[config.mk]
export PLATFORM = sky130hd
export DESIGN_NAME = rtc_calendar_ctrl
export DESIGN_NICKNAME = d
export VERILOG_FILES = /design/src/rtl/rtc_calendar_ctrl.sv
export SDC_FILE = /design/constraint.sdc
export NUM_CORES = 1
export LEC_CHECK = 0
export BUFFER_PORTS_ARGS = -buffer_cell sky130_fd_sc_hd__buf_4
export CAP_MARGIN = 10
export CORE_UTILIZATION = 40
export DETAILED_ROUTE_END_ITERATION = 16
export PLACE_DENSITY = 0.65
export SYNTH_ARGS = -nofsm -noshare
export SYNTH_HDL_FRONTEND = slang
export SYNTH_SLANG_ARGS = --single-unit
[constraint.sdc]
create_clock -name clk -period 6.95 [get_ports clk]
set_input_delay 0.3475 -clock clk [delete_from_list [all_inputs] [get_ports clk]]
set_output_delay 0.3475 -clock clk [all_outputs]
set_load 0.05 [all_outputs]
[src/rtl/rtc_calendar_ctrl.sv]
// Real-time clock/calendar: prescaled one-second cascade with Gregorian leap rule,
// validated time/date load, and an eight-digit active-low 7-segment display.
module rtc_calendar_ctrl #(
    parameter int unsigned TICK_DIV  = 50000000,
    parameter int unsigned RST_YEAR  = 2024,
    parameter int unsigned RST_MONTH = 1,
    parameter int unsigned RST_DAY   = 1,
    parameter int unsigned YEAR_MAX  = 9999
) (
    input  logic        clk,
    input  logic        rst_n,
    input  logic        run,
    input  logic        mode,
    input  logic        h12,
    input  logic        set_valid,
    input  logic        set_target,
    input  logic [22:0] set_data,
    output logic        set_ack,
    output logic        set_err,
    output logic        sec_tick,
    output logic        pm,
    output logic [55:0] seg_o
);
    localparam int unsigned   PW       = $clog2(TICK_DIV);
    localparam logic [PW-1:0] PRE_LAST = PW'(TICK_DIV - 1);
    localparam logic [13:0]   YMAX     = 14'(YEAR_MAX);

    function automatic logic is_leap(input logic [13:0] y);
        return (((y % 14'd4) == 14'd0) && ((y % 14'd100) != 14'd0)) || ((y % 14'd400) == 14'd0);
    endfunction

    function automatic logic [4:0] dim(input logic [3:0] m, input logic [13:0] y);
        case (m)
            4'd2:                     return is_leap(y) ? 5'd29 : 5'd28;
            4'd4, 4'd6, 4'd9, 4'd11:  return 5'd30;
            default:                  return 5'd31;
        endcase
    endfunction

    // Digit value 4'hF renders blank.
    function automatic logic [6:0] seg7(input logic [3:0] v);
        case (v)
            4'd0: return 7'h40;
            4'd1: return 7'h79;
            4'd2: return 7'h24;
            4'd3: return 7'h30;
            4'd4: return 7'h19;
            4'd5: return 7'h12;
            4'd6: return 7'h02;
            4'd7: return 7'h78;
            4'd8: return 7'h00;
            4'd9: return 7'h10;
            default: return 7'h7F;
        endcase
    endfunction

    logic [PW-1:0] pre_q, pre_d;
    logic [5:0]    sec_q, sec_d, min_q, min_d;
    logic [4:0]    hour_q, hour_d, day_q, day_d;
    logic [3:0]    mon_q, mon_d;
    logic [13:0]   year_q, year_d;
    logic [55:0]   seg_q, seg_d;
    logic          pm_q, ack_q, err_q, tick_q;

    logic [4:0]  ld_hour, ld_day;
    logic [5:0]  ld_min, ld_sec;
    logic [3:0]  ld_mon;
    logic [13:0] ld_year;
    logic        tick, time_ok, date_ok, load_ok;

    assign ld_hour = set_data[16:12];
    assign ld_min  = set_data[11:6];
    assign ld_sec  = set_data[5:0];
    assign ld_year = set_data[22:9];
    assign ld_mon  = set_data[8:5];
    assign ld_day  = set_data[4:0];

    assign tick    = run && (pre_q == PRE_LAST);
    assign time_ok = (ld_hour <= 5'd23) && (ld_min <= 6'd59) && (ld_sec <= 6'd59);
    assign date_ok = (ld_mon >= 4'd1) && (ld_mon <= 4'd12) && (ld_year <= YMAX) &&
                     (ld_day >= 5'd1) && (ld_day <= dim(ld_mon, ld_year));
    assign load_ok = set_valid && (set_target ? date_ok : time_ok);

    // An accepted load takes priority and swallows a coincident tick.
    always_comb begin
        pre_d  = pre_q;
        sec_d  = sec_q;
        min_d  = min_q;
        hour_d = hour_q;
        day_d  = day_q;
        mon_d  = mon_q;
        year_d = year_q;
        if (run) pre_d = tick ? '0 : pre_q + 1'b1;
        if (load_ok) begin
            if (set_target) begin
                year_d = ld_year;
                mon_d  = ld_mon;
                day_d  = ld_day;
            end else begin
                hour_d = ld_hour;
                min_d  = ld_min;
                sec_d  = ld_sec;
                pre_d  = '0;
            end
        end else if (tick) begin
            if (sec_q != 6'd59) sec_d = sec_q + 6'd1;
            else begin
                sec_d = '0;
                if (min_q != 6'd59) min_d = min_q + 6'd1;
                else begin
                    min_d = '0;
                    if (hour_q != 5'd23) hour_d = hour_q + 5'd1;
                    else begin
                        hour_d = '0;
                        if (day_q != dim(mon_q, year_q)) day_d = day_q + 5'd1;
                        else begin
                            day_d = 5'd1;
                            if (mon_q != 4'd12) mon_d = mon_q + 4'd1;
                            else begin
                                mon_d  = 4'd1;
                                year_d = (year_q == YMAX) ? 14'd0 : year_q + 14'd1;
                            end
                        end
                    end
                end
            end
        end
    end

    logic [4:0]      disp_hour;
    logic [7:0][3:0] dig;

    always_comb begin
        disp_hour = hour_q;
        if (h12) begin
            if (hour_q == 5'd0)       disp_hour = 5'd12;
            else if (hour_q > 5'd12)  disp_hour = hour_q - 5'd12;
        end
        dig = '1;
        if (mode) begin
            dig[7] = 4'(day_q / 5'd10);
            dig[6] = 4'(day_q % 5'd10);
            dig[5] = 4'(mon_q / 4'd10);
            dig[4] = 4'(mon_q % 4'd10);
            dig[3] = 4'(year_q / 14'd1000);
            dig[2] = 4'((year_q / 14'd100) % 14'd10);
            dig[1] = 4'((year_q / 14'd10) % 14'd10);
            dig[0] = 4'(year_q % 14'd10);
        end else begin
            if (!(h12 && disp_hour < 5'd10)) dig[7] = 4'(disp_hour / 5'd10);
            dig[6] = 4'(disp_hour % 5'd10);
            dig[5] = 4'(min_q / 6'd10);
            dig[4] = 4'(min_q % 6'd10);
            dig[3] = 4'(sec_q / 6'd10);
            dig[2] = 4'(sec_q % 6'd10);
        end
        seg_d = '0;
        for (int d = 0; d < 8; d++) seg_d[7*d +: 7] = seg7(dig[d]);
    end

    always_ff @(posedge clk or negedge rst_n) begin
        if (!rst_n) begin
            pre_q  <= '0;
            sec_q  <= '0;
            min_q  <= '0;
            hour_q <= '0;
            day_q  <= 5'(RST_DAY);
            mon_q  <= 4'(RST_MONTH);
            year_q <= 14'(RST_YEAR);
            seg_q  <= {8{7'h7F}};
            pm_q   <= 1'b0;
            ack_q  <= 1'b0;
            err_q  <= 1'b0;
            tick_q <= 1'b0;
        end else begin
            pre_q  <= pre_d;
            sec_q  <= sec_d;
            min_q  <= min_d;
            hour_q <= hour_d;
            day_q  <= day_d;
            mon_q  <= mon_d;
            year_q <= year_d;
            seg_q  <= seg_d;
            pm_q   <= (hour_q >= 5'd12);
            ack_q  <= load_ok;
            err_q  <= set_valid && !load_ok;
            tick_q <= tick && !load_ok;
        end
    end

    assign set_ack  = ack_q;
    assign set_err  = err_q;
    assign sec_tick = tick_q;
    assign pm       = pm_q;
    assign seg_o    = seg_q;
endmodule

==> impl_results.md, run 1 <==
* Vert. Die Dim at 186 um
* Die Area at 34,500 sq um
* Synthesized flop and latch total at 125
* Die X-Extent at 186 um
* Hold WC Path Type: in2reg
* Warnings, synthesis at 0
* Proportion of layout cells with a drive suffix above 1 at 28.3%
* Arrival time of the worst setup path at 7380 ps
* Fin Hold WS at 243 ps
* Top-level port count at 90
* Share of synthesized area occupied by flip-flops and latches at 23.8%
* Worst hold endpoint: pre_q[1]
* CTS tree: done
* Count of final hold-check violations at 0
* Synth Flop Type: dfstp_2
* Initial antenna violation count at 0
* Sequential share of power at 24.3%
* CTS root buffer: clkbuf_16
* Syn Std Cell Area at approximately 14,000 sq um
* Crit path required time at 7250 ps
* Total nets after synthesis at between 1,500 and 2,000
* Post-detailed-route count of antenna-violating nets at 0
* Switching share of power at roughly 43%
* Pin count of the biggest net entering global routing at 80
* Power per unit of standard cell area at 255 nW/um^2
* Max frequency at between 0.1 and 0.15 GHz
* Routed length per instance at 17.2 um
* Synth async-reset ratio at 100%
* Logic pwr share at 52.3%
* Syn_area_per_cell at 7.52 sq um
* Worst flop-to-flop path startpoint: year_q[9]
* Hold Crit Depth at 3
* Unrepaired setup endpoints after global routing: yes
* Hold path startpoint: run
* Critical-path maximum fanout at 6
* Global-route wire length before repair at about 64 mm
* Period minus WS final at 7090 ps
* Finish-stage setup viols at 16
* Worst-case register-to-register setup slack at 120 ps
* Routability-driven placement congestion ratio at 0.925
* Highest ir drop seen on vdd at 0.000246 V
* Leakage power at 7.28 nW
* Tightest Pin Transition at roughly 1000 ps
* Worst Setup Slack, final at -135 ps
* Number of instances in the synthesized netlist at around 1,800
* DR vias at between 10,000 and 15,000
* CTS Buffer Depth at 2
* Worst setup SP type: input port
* Area of the placeable core at 32,900 sq um
* Effective utilization at floorplan at 41.1%
* EDFF count, synth at 0
* Syn-to-layout area delta at 29.8%
* Worst Path Class, Setup: in2reg
* Count of maximum capacitance violations at 0
* Input/output buffers at 89
* Antenna cell count at 0
* Share of the cycle needed by the critical path after routing at 102%
* Number of fill cells in the layout at around 3,000
* P_int at ~0.0025 W
* Number of nets in the layout at 2,099
* Run status: finished, violations left
* Sink count of the clock tree at 125
* Clock Power Share at 23.4%
* Highest-delay cell along the critical path: a311o_1
* Via count of the first global-routing pass at 12,900
* Worst setup EP type: flop
* DR pass1 iterations at 5
* End of the worst register-to-register path: seg_o[17]
* Post-route total power at around 0.0045 W
* Worst-Skew Late Latency at between 400 and 500 ps
* Fin Clk Skew at 13.0 ps
* DR vias/cell at 5.90
* GRT Resource Usage Total at between 20% and 30%
* Congestion Overflow GR at 0
* Post-detailed-placement half-perimeter wirelength at about 29 mm
* Switching power at 0.00193 W
* Total CTS buffers at 17
* Pins Over Slew Limit at 0
* Netlist cell types at ~100
* Site Rows at 66
* Violations in the final reports: setup timing
* Worst relative slew slack at 32.1%
* Biggest cell delay along the critical path at 410 ps
* Total number of H-tree levels at 4
* CTS clock-pin slew for the worst setup and hold paths at 70 ps
* Total detailed-routing wirelength at 42.0 mm
* DRT iter0 DRCs at 1,260
* Number of cells traversed by the worst register-to-register path at 27
* Number of design rule violations left after detail routing at 0
metal layers:
metal | GRT usage, % | up-vias | share of wire (%)
li1 | - | 7024 | -
met1 | 30.6 | 6892 | 45
met2 | 36.7 | 505 | 48
met3 | 3.31 | 47 | 5.8
met4 | 5.21 | 0 | 1.5
met5 | 0 | - | 0
cell usage in the layout, fill, tap and decap left out, types with 17 or more instances in the layout:
cell type	count
buf_4	245
nor2_1	179
nand2_1	141
a21oi_1	124
o21ai_0	91
inv_1	78
ha_1	72
nand3_1	69
dfstp_2	64
nor3_1	63
dfrtp_1	61
xnor2_1	52
o21ai_1	41
buf_6	34
nand2b_1	30
xor2_1	28
mux2i_1	25
nor2b_1	24
nand4_1	24
o211ai_1	22
a31oi_1	22
and3_1	20
clkbuf_16	20
or3_1	17
o21a_1	17
cells in the mapped netlist, types with 28 or more instances:
master | number | area, sq um
ha_1 | 73 | 913
xnor2_1 | 54 | 473
nor2_1 | 187 | 702
dfstp_2 | 64 | 1680
nand2_1 | 143 | 537
dfrtp_1 | 61 | 1530
inv_1 | 81 | 304
o21ai_0 | 121 | 606
xor2_1 | 28 | 245
a21oi_1 | 143 | 716
nand3_1 | 71 | 355
nor3_1 | 72 | 360
nand2b_1 | 30 | 188
clkbuf_1 | 78 | 293
a31oi_1 | 28 | 175
worst max-delay path, delay by kind of cell:
kind	cells	cell delay [ps]
muxes	2	470
buffers and inverters	5	650
adders and majority gates	1	290
AOI/OAI and AO/OA	17	3540
and+or+nand+nor	10	2070
worst max-delay path by stage:
stage | startpoint | to | slack (ps) | depth (start not counted)
final | set_data[19] | year_q[11] | -140 | 35
after global routing | set_data[19] | year_q[11] | -420 | 35
after CTS | set_data[10] | year_q[11] | 8 | 36
after detailed placement | set_data[10] | year_q[2] | -530 | 34
after global placement | set_data[10] | year_q[2] | -340 | 34
after floorplan | set_data[20] | year_q[11] | -290 | 37
final cells by class:
type / instances / area, sq um / area share [%]
Tap cell: 442 / 553 / 3.15
Multi-Input combinational cell: 1476 / 10300 / 58.9
Clock buffer: 18 / 429 / 2.45
Sequential cell: 125 / 3210 / 18.3
Clock inverter: 14 / 253 / 1.44
Inverter: 85 / 322 / 1.83
Timing Repair Buffer: 291 / 2440 / 13.9
stage by stage:
stage          setup TNS [ps]  instance area, sq um  utilization [%]  setup WS (ps)  instances
3_5_place_dp           -15730                 15700             47.9           -534       2381
2_1_floorplan           -4160                 13700                -           -288       1797
5_1_grt                -11660                 17500             53.4           -419       2451
3_3_place_gp            -7730                 15700             47.9           -339       2381
4_1_cts                     0                 16500             50.1           7.82       2415
6_report                -1300                 17500             53.4           -135       2451
state kept, by name, summed over array words and instances (netlist names):
| register | cells |
|---|---|
| mon_q | 4 |
| min_q | 6 |
| day_q | 5 |
| seg_o | 55 |
| pre_q | 26 |
| set_ack | 1 |
| sec_q | 6 |
| year_q | 14 |
| hour_q | 5 |
| pm | 1 |
| sec_tick | 1 |
| set_err | 1 |
power groups by stage:
stage	sequential [W]	combinational (W)	clock [W]
2_1_floorplan	0.00146	0.00115	0
3_3_place_gp	0.00109	0.00212	0
3_5_place_dp	0.00109	0.00215	0
4_1_cts	0.00108	0.00218	0.00106
5_1_grt	0.00111	0.00257	0.00109
6_report	0.00109	0.00234	0.00105
kinds of logic (layout without fill, tap and decap cells):
kind of cell,count (synthesis),in the layout,share of synthesized area (%)
buf+inv,197,408,5.87
compound gates,585,586,29.1
xor+xnor,84,84,5.64
mux,40,40,3.09
simple gates,681,681,24.9
flops,125,125,23.8
fa+ha+maj,85,85,7.65
what timing repair did:
action	in CTS	in global routing
endpoints found under the hold margin	18	0
endpoints found under the setup margin	22	54
resized for setup	8	188
pin swaps	2	64
gates cloned	0	9
setup buffers	1	28
hold buffers	1	0
Power figures use the tool's default switching activity.
==> run 2: changes to the inputs <==
- CTS_CLUSTER_DIAMETER: unset -> 200
- SKIP_CTS_REPAIR_TIMING: unset -> 1
==> impl_results.md, run 2 (synthesized netlist as in run 1, its figures left out) <==
* Worst-Skew Late Latency at 420 ps (about the same)
* Unrepaired setup endpoints after global routing: yes (unchanged)
* Hold WC Path Type: in2reg (unchanged)
* Initial antenna violation count at 0 (unchanged)
* DR vias at 14,600 (was 14,500)
* Flip-flop count of the largest register, all copies and words added at 55 (unchanged)
* Number of nets in the layout at 2,097 (was 2,099)
* CTS Buffer Depth at 2 (unchanged)
* Hold Crit Depth at 3 (unchanged)
* Cell area after placement at 15,700 sq um (unchanged)
* Filler-free cell count of the finished design at 2,449 (was 2,451)
* Worst relative slew slack at 31.9% (was 32.1%)
* Effective utilization at floorplan at 41.1% (unchanged)
* Clock Power Share at 23.4% (about the same)
* Post-route total power at 0.00449 W (was 0.00447 W)
* CTS clock-pin slew for the worst setup and hold paths at 60 ps (was 70 ps)
* Crit path required time at 7280 ps (was 7250 ps)
* Highest-delay cell along the critical path: o311a_4 (was a311o_1)
* DR vias/cell at 5.95 (was 5.90)
* Input/output buffers at 89 (unchanged)
* Period minus WS final at 7120 ps (was 7090 ps)
* DR pass1 iterations at 5 (unchanged)
* Die X-Extent at 186 um (unchanged)
* Worst setup SP type: input port (unchanged)
* Via count of the first global-routing pass at 12,900 (about the same)
* Logic pwr share at 52.4% (was 52.3%)
* Worst flop-to-flop path startpoint: year_q[9] (unchanged)
* Placed instance count at 2,381 (unchanged)
* Finish-stage setup viols at 23 (was 16)
* Share of the cycle needed by the critical path after routing at 102% (about the same)
* Hold path startpoint: run (unchanged)
* Worst setup EP type: flop (unchanged)
* Count of maximum capacitance violations at 0 (unchanged)
* CTS root buffer: clkbuf_16 (unchanged)
* GRT Resource Usage Total at 22.3% (about the same)
* Die Area at 34,500 sq um (unchanged)
* Highest routed layer: met4 (unchanged)
* Switching share of power at 43.2% (about the same)
* Commonest non-fill, non-tap cell in the layout: buf_4 (unchanged)
* Worst-case register-to-register setup slack at 130 ps (was 120 ps)
* Pins Over Slew Limit at 0 (unchanged)
* Total detailed-routing wirelength at 42.2 mm (was 42.0 mm)
* Arrival time of the worst setup path at 7450 ps (was 7380 ps)
* Antenna cell count at 0 (unchanged)
* Tightest Pin Transition at 1020 ps (about the same)
* Biggest cell delay along the critical path at 400 ps (was 410 ps)
* Sequential share of power at 24.3% (about the same)
* Total number of H-tree levels at 4 (unchanged)
* Syn-to-layout area delta at 29.8% (about the same)
* Global-route wire length before repair at 63.4 mm (was 63.6 mm)
* Fin Clk Skew at 12.2 ps (was 13.0 ps)
* Worst Path Class, Setup: in2reg (unchanged)
* Critical-path maximum fanout at 6 (unchanged)
* Routed wl met2 at 20.2 mm (was 20.1 mm)
* Number of cells traversed by the worst register-to-register path at 27 (unchanged)
* Count of final hold-check violations at 0 (unchanged)
* Worst hold endpoint: pre_q[1] (unchanged)
* Run status: finished, violations left (unchanged)
* Violations in the final reports: setup timing (unchanged)
* Pin count of the biggest net entering global routing at 80 (unchanged)
* Post-detailed-route count of antenna-violating nets at 0 (unchanged)
* DRT iter0 DRCs at 1,347 (was 1,260)
* Max frequency at 0.140 GHz (was 0.141 GHz)
* Highest ir drop seen on vdd at 0.000247 V (was 0.000246 V)
* Met3 Routed Length at 2.64 mm (was 2.45 mm)
* Congestion Overflow GR at 0 (unchanged)
* Top-level port count at 90 (unchanged)
* Sink count of the clock tree at 125 (unchanged)
* CTS tree: done (unchanged)
* Leakage power at 7.30 nW (was 7.28 nW)
* P_int at 0.00255 W (was 0.00254 W)
* Top library cells by usage in the layout, fill and taps aside: 254 x buf_4, 179 x nor2_1, 139 x nand2_1 (was 245 x buf_4, 179 x nor2_1, 141 x nand2_1)
* End of the worst register-to-register path: seg_o[17] (unchanged)
* Wire length on met1 at 18.7 mm (was 18.8 mm)
* Worst Setup Slack, final at -170 ps (was -135 ps)
* Post-detailed-placement half-perimeter wirelength at 29.2 mm (unchanged)
* Number of design rule violations left after detail routing at 0 (unchanged)
* Total CTS buffers at 17 (unchanged)
* Site Rows at 66 (unchanged)
* Routability-driven placement congestion ratio at 0.925 (unchanged)
* Area of the placeable core at 32,900 sq um (unchanged)
* Routed length per instance at 17.2 um (about the same)
* Power per unit of standard cell area at 256 nW/um^2 (was 255 nW/um^2)
* Proportion of layout cells with a drive suffix above 1 at 28.5% (was 28.3%)
* Switching power at 0.00194 W (was 0.00193 W)
* Vert. Die Dim at 186 um (unchanged)
* Final cell area excluding filler cells at 17,500 sq um (about the same)
run 2: cell types whose count changed in the layout (fill, tap and decap cells not counted), sizes merged:
cell           before  now
buf               286  283
clkbuf             21   23
clkdlybuf4s15       1    0
run 2: worst max-delay path by stage:
stage,start,to
after floorplan,set_data[20],year_q[11]
after global placement,set_data[10],year_q[2]
after detailed placement,set_data[10],year_q[2]
after CTS,set_data[10],year_q[2]
after global routing,set_data[19],year_q[13]
final,set_data[19],year_q[9]
run 2: worst max-delay path, delay by kind of cell:
| family | cells | cell delay (ps) |
|---|---|---|
| AND/OR/NAND/NOR | 10 | 1890 |
| XOR/XNOR | 1 | 160 |
| multiplexers | 2 | 450 |
| AO/OA/AOI/OAI | 17 | 3610 |
| buffers and inverters | 5 | 670 |
| adder cells (fa/ha/maj) | 1 | 300 |
run 2: layout make-up:
cell class	count	area, sq um
Multi-Input combinational cell	1476	10300
Inverter	85	322
Tap cell	442	553
Fill cell	3021	15300
Clock inverter	14	253
Timing Repair Buffer	289	2430
Sequential cell	125	3210
Clock buffer	18	429
run 2: metal layers:
layer / global-route usage [%] / vias to the layer above
li1: - / 7009
met3: 3.17 / 65
met4: 4.89 / 0
met2: 36.6 / 556
met5: 0 / -
met1: 30.7 / 6937
run 2: stage by stage:
stage	worst slack, ps	util [%]	hold slack, ps	setup TNS, ps
6_report	-170	53.3	241	-2060
5_1_grt	-502	53.3	263	-15130
4_1_cts	-123	49.9	-75.5	-1450
3_5_place_dp	-534	47.9	377	-15730
3_3_place_gp	-339	47.9	381	-7730
2_1_floorplan	-288	-	51.9	-4160
run 2: power by group through the flow:
stage | clock network (W) | registers, W | logic (W)
floorplan | 0 | 0.00146 | 0.00115
finish | 0.00105 | 0.00109 | 0.00235
global placement | 0 | 0.00109 | 0.00212
detailed placement | 0 | 0.00109 | 0.00215
CTS | 0.00106 | 0.00108 | 0.00217
global route | 0.00109 | 0.00111 | 0.00258
==> run 3: changes to the inputs <==
- RECOVER_POWER: unset -> 50
==> impl_results.md, run 3 (synthesized netlist as in run 1, its figures left out) <==
* Violations in the final reports: capacitance limit, slew limit, setup timing (was setup timing)
* Total number of H-tree levels at 4 (unchanged)
* Worst relative slew slack at -51.6% (was 31.9%)
* Hold Crit Depth at 3 (unchanged)
* Final cell area excluding filler cells at 17,300 sq um (was 17,500 sq um)
* Worst flop-to-flop path startpoint: year_q[9] (unchanged)
* Commonest non-fill, non-tap cell in the layout: buf_4 (unchanged)
* Vert. Die Dim at 186 um (unchanged)
* Congestion Overflow GR at 0 (unchanged)
* Run status: finished, violations left (unchanged)
* DR vias/cell at 5.93 (was 5.95)
* Initial antenna violation count at 0 (unchanged)
* Pins Over Slew Limit at 128 (was 0)
* Worst Path Class, Setup: in2reg (unchanged)
* Total CTS buffers at 17 (unchanged)
* Die Area at 34,500 sq um (unchanged)
* Arrival time of the worst setup path at 7450 ps (about the same)
* Post-detailed-placement half-perimeter wirelength at 29.2 mm (unchanged)
* DRT iter0 DRCs at 1,361 (was 1,347)
* Proportion of layout cells with a drive suffix above 1 at 25.4% (was 28.5%)
* DR vias at 14,500 (was 14,600)
* Period minus WS final at 7150 ps (was 7120 ps)
* Routed length per instance at 17.3 um (was 17.2 um)
* Total detailed-routing wirelength at 42.3 mm (was 42.2 mm)
* Cell area after placement at 15,700 sq um (unchanged)
* Leakage power at 7.07 nW (was 7.30 nW)
* Antenna cell count at 0 (unchanged)
* Number of fill cells in the layout at 3,089 (was 3,021)
* Count of final hold-check violations at 0 (unchanged)
* CTS root buffer: clkbuf_16 (unchanged)
* Input/output buffers at 89 (unchanged)
* CTS Buffer Depth at 2 (unchanged)
* Area of the placeable core at 32,900 sq um (unchanged)
* Site Rows at 66 (unchanged)
* Share of the cycle needed by the critical path after routing at 103% (was 102%)
* Filler-free cell count of the finished design at 2,449 (unchanged)
* Placed instance count at 2,381 (unchanged)
* Count of maximum capacitance violations at 2 (was 0)
* Tightest Pin Transition at 2270 ps (was 1020 ps)
* Number of cells traversed by the worst register-to-register path at 27 (unchanged)
* Switching power at 0.00194 W (about the same)
* Flip-flop count of the largest register, all copies and words added at 55 (unchanged)
* Unrepaired setup endpoints after global routing: yes (unchanged)
* Fin Clk Skew at 12.6 ps (was 12.2 ps)
* Worst-Skew Late Latency at 420 ps (about the same)
* GRT Resource Usage Total at 22.3% (unchanged)
* Routability-driven placement congestion ratio at 0.925 (unchanged)
* Pin count of the biggest net entering global routing at 80 (unchanged)
* CTS tree: done (unchanged)
* Sequential share of power at 24.8% (was 24.3%)
* Logic pwr share at 51.4% (was 52.4%)
* Highest ir drop seen on vdd at 0.000213 V (was 0.000247 V)
* Highest-delay cell along the critical path: o311a_4 (unchanged)
* Hold WC Path Type: in2reg (unchanged)
* Biggest cell delay along the critical path at 400 ps (about the same)
* Critical-path maximum fanout at 6 (unchanged)
* Die X-Extent at 186 um (unchanged)
* Effective utilization at floorplan at 41.1% (unchanged)
* Top library cells by usage in the layout, fill and taps aside: 191 x buf_4, 179 x nor2_1, 139 x nand2_1 (was 254 x buf_4, 179 x nor2_1, 139 x nand2_1)
* Worst setup SP type: input port (unchanged)
* Worst-case register-to-register setup slack at 120 ps (was 130 ps)
* Worst setup EP type: flop (unchanged)
* Sink count of the clock tree at 125 (unchanged)
* Syn-to-layout area delta at 28.0% (was 29.8%)
* End of the worst register-to-register path: seg_o[17] (unchanged)
* Number of design rule violations left after detail routing at 0 (unchanged)
* Global-route wire length before repair at 63.4 mm (unchanged)
* Switching share of power at 44.2% (was 43.2%)
* Total negative setup slack at -2810 ps (was -2060 ps)
* Finish-stage setup viols at 26 (was 23)
* Worst hold endpoint: pre_q[1] (unchanged)
* Place WS at -534 ps (unchanged)
* Via count of the first global-routing pass at 12,900 (unchanged)
* Number of nets in the layout at 2,097 (unchanged)
* CTS clock-pin slew for the worst setup and hold paths at 70 ps (was 60 ps)
* P_int at 0.00245 W (was 0.00255 W)
* Post-detailed-route count of antenna-violating nets at 0 (unchanged)
* Max frequency at 0.140 GHz (about the same)
* Top-level port count at 90 (unchanged)
* Worst Setup Slack, final at -196 ps (was -170 ps)
* First element of the critical path: set_data[19] (unchanged)
* Crit path required time at 7250 ps (was 7280 ps)
* DR pass1 iterations at 5 (unchanged)
* Clock Power Share at 23.9% (was 23.4%)
* Power per unit of standard cell area at 254 nW/um^2 (was 256 nW/um^2)
* Hold path startpoint: run (unchanged)
## run 3: changes by cell type in the layout (fill, tap and decap cells not counted), sizes merged
cell / change
clkbuf: +63
buf: -63
## run 3: layout make-up
type	instances	area [sq um]	share of cell area (%)
Sequential cell	125	3210	18.6
Tap cell	442	553	3.20
Clock buffer	18	429	2.48
Inverter	85	322	1.86
Clock inverter	14	253	1.46
Multi-Input combinational cell	1476	10300	59.8
Timing Repair Buffer	289	2190	12.7
## run 3: metrics by stage
step	total power, W	hold slack [ps]	util [%]
2_1_floorplan	0.00262	51.9	-
3_3_place_gp	0.00321	381	47.9
3_5_place_dp	0.00324	377	47.9
4_1_cts	0.00431	-75.5	49.9
5_1_grt	0.00468	263	52.6
6_report	0.00439	243	52.6
## run 3: how the worst max path moves through the flow
stage                 end  slack, ps  cells after the start
3_5_place_dp    year_q[2]       -530                     34
6_report       year_q[13]       -200                     36
3_3_place_gp    year_q[2]       -340                     34
5_1_grt        year_q[13]       -510                     36
4_1_cts         year_q[2]       -120                     34
2_1_floorplan  year_q[11]       -290                     37
## run 3: worst max-delay path: cells and delay by family
family,cells,cell delay (ps)
AOI/OAI and AO/OA,17,3590
xor gates and xnor gates,1,160
adders and majority gates,1,300
buffers and inverters,5,680
muxes,2,450
and+or+nand+nor,10,1900
## run 3: metal layers
| metal | vias to the layer above | wire length [um] | track usage [%] |
|---|---|---|---|
| met5 | - | 0 | 0 |
| met4 | 0 | 641 | 4.89 |
| met3 | 62 | 2650 | 3.17 |
| li1 | 7010 | - | - |
| met2 | 539 | 20200 | 36.6 |
| met1 | 6911 | 18800 | 30.7 |
## run 3: power by group through the flow
stage / logic [W] / registers (W) / clock network, W
4_1_cts: 0.00217 / 0.00108 / 0.00106
3_5_place_dp: 0.00215 / 0.00109 / 0
6_report: 0.00226 / 0.00109 / 0.00105
3_3_place_gp: 0.00212 / 0.00109 / 0
5_1_grt: 0.00248 / 0.00111 / 0.00109
2_1_floorplan: 0.00115 / 0.00146 / 0
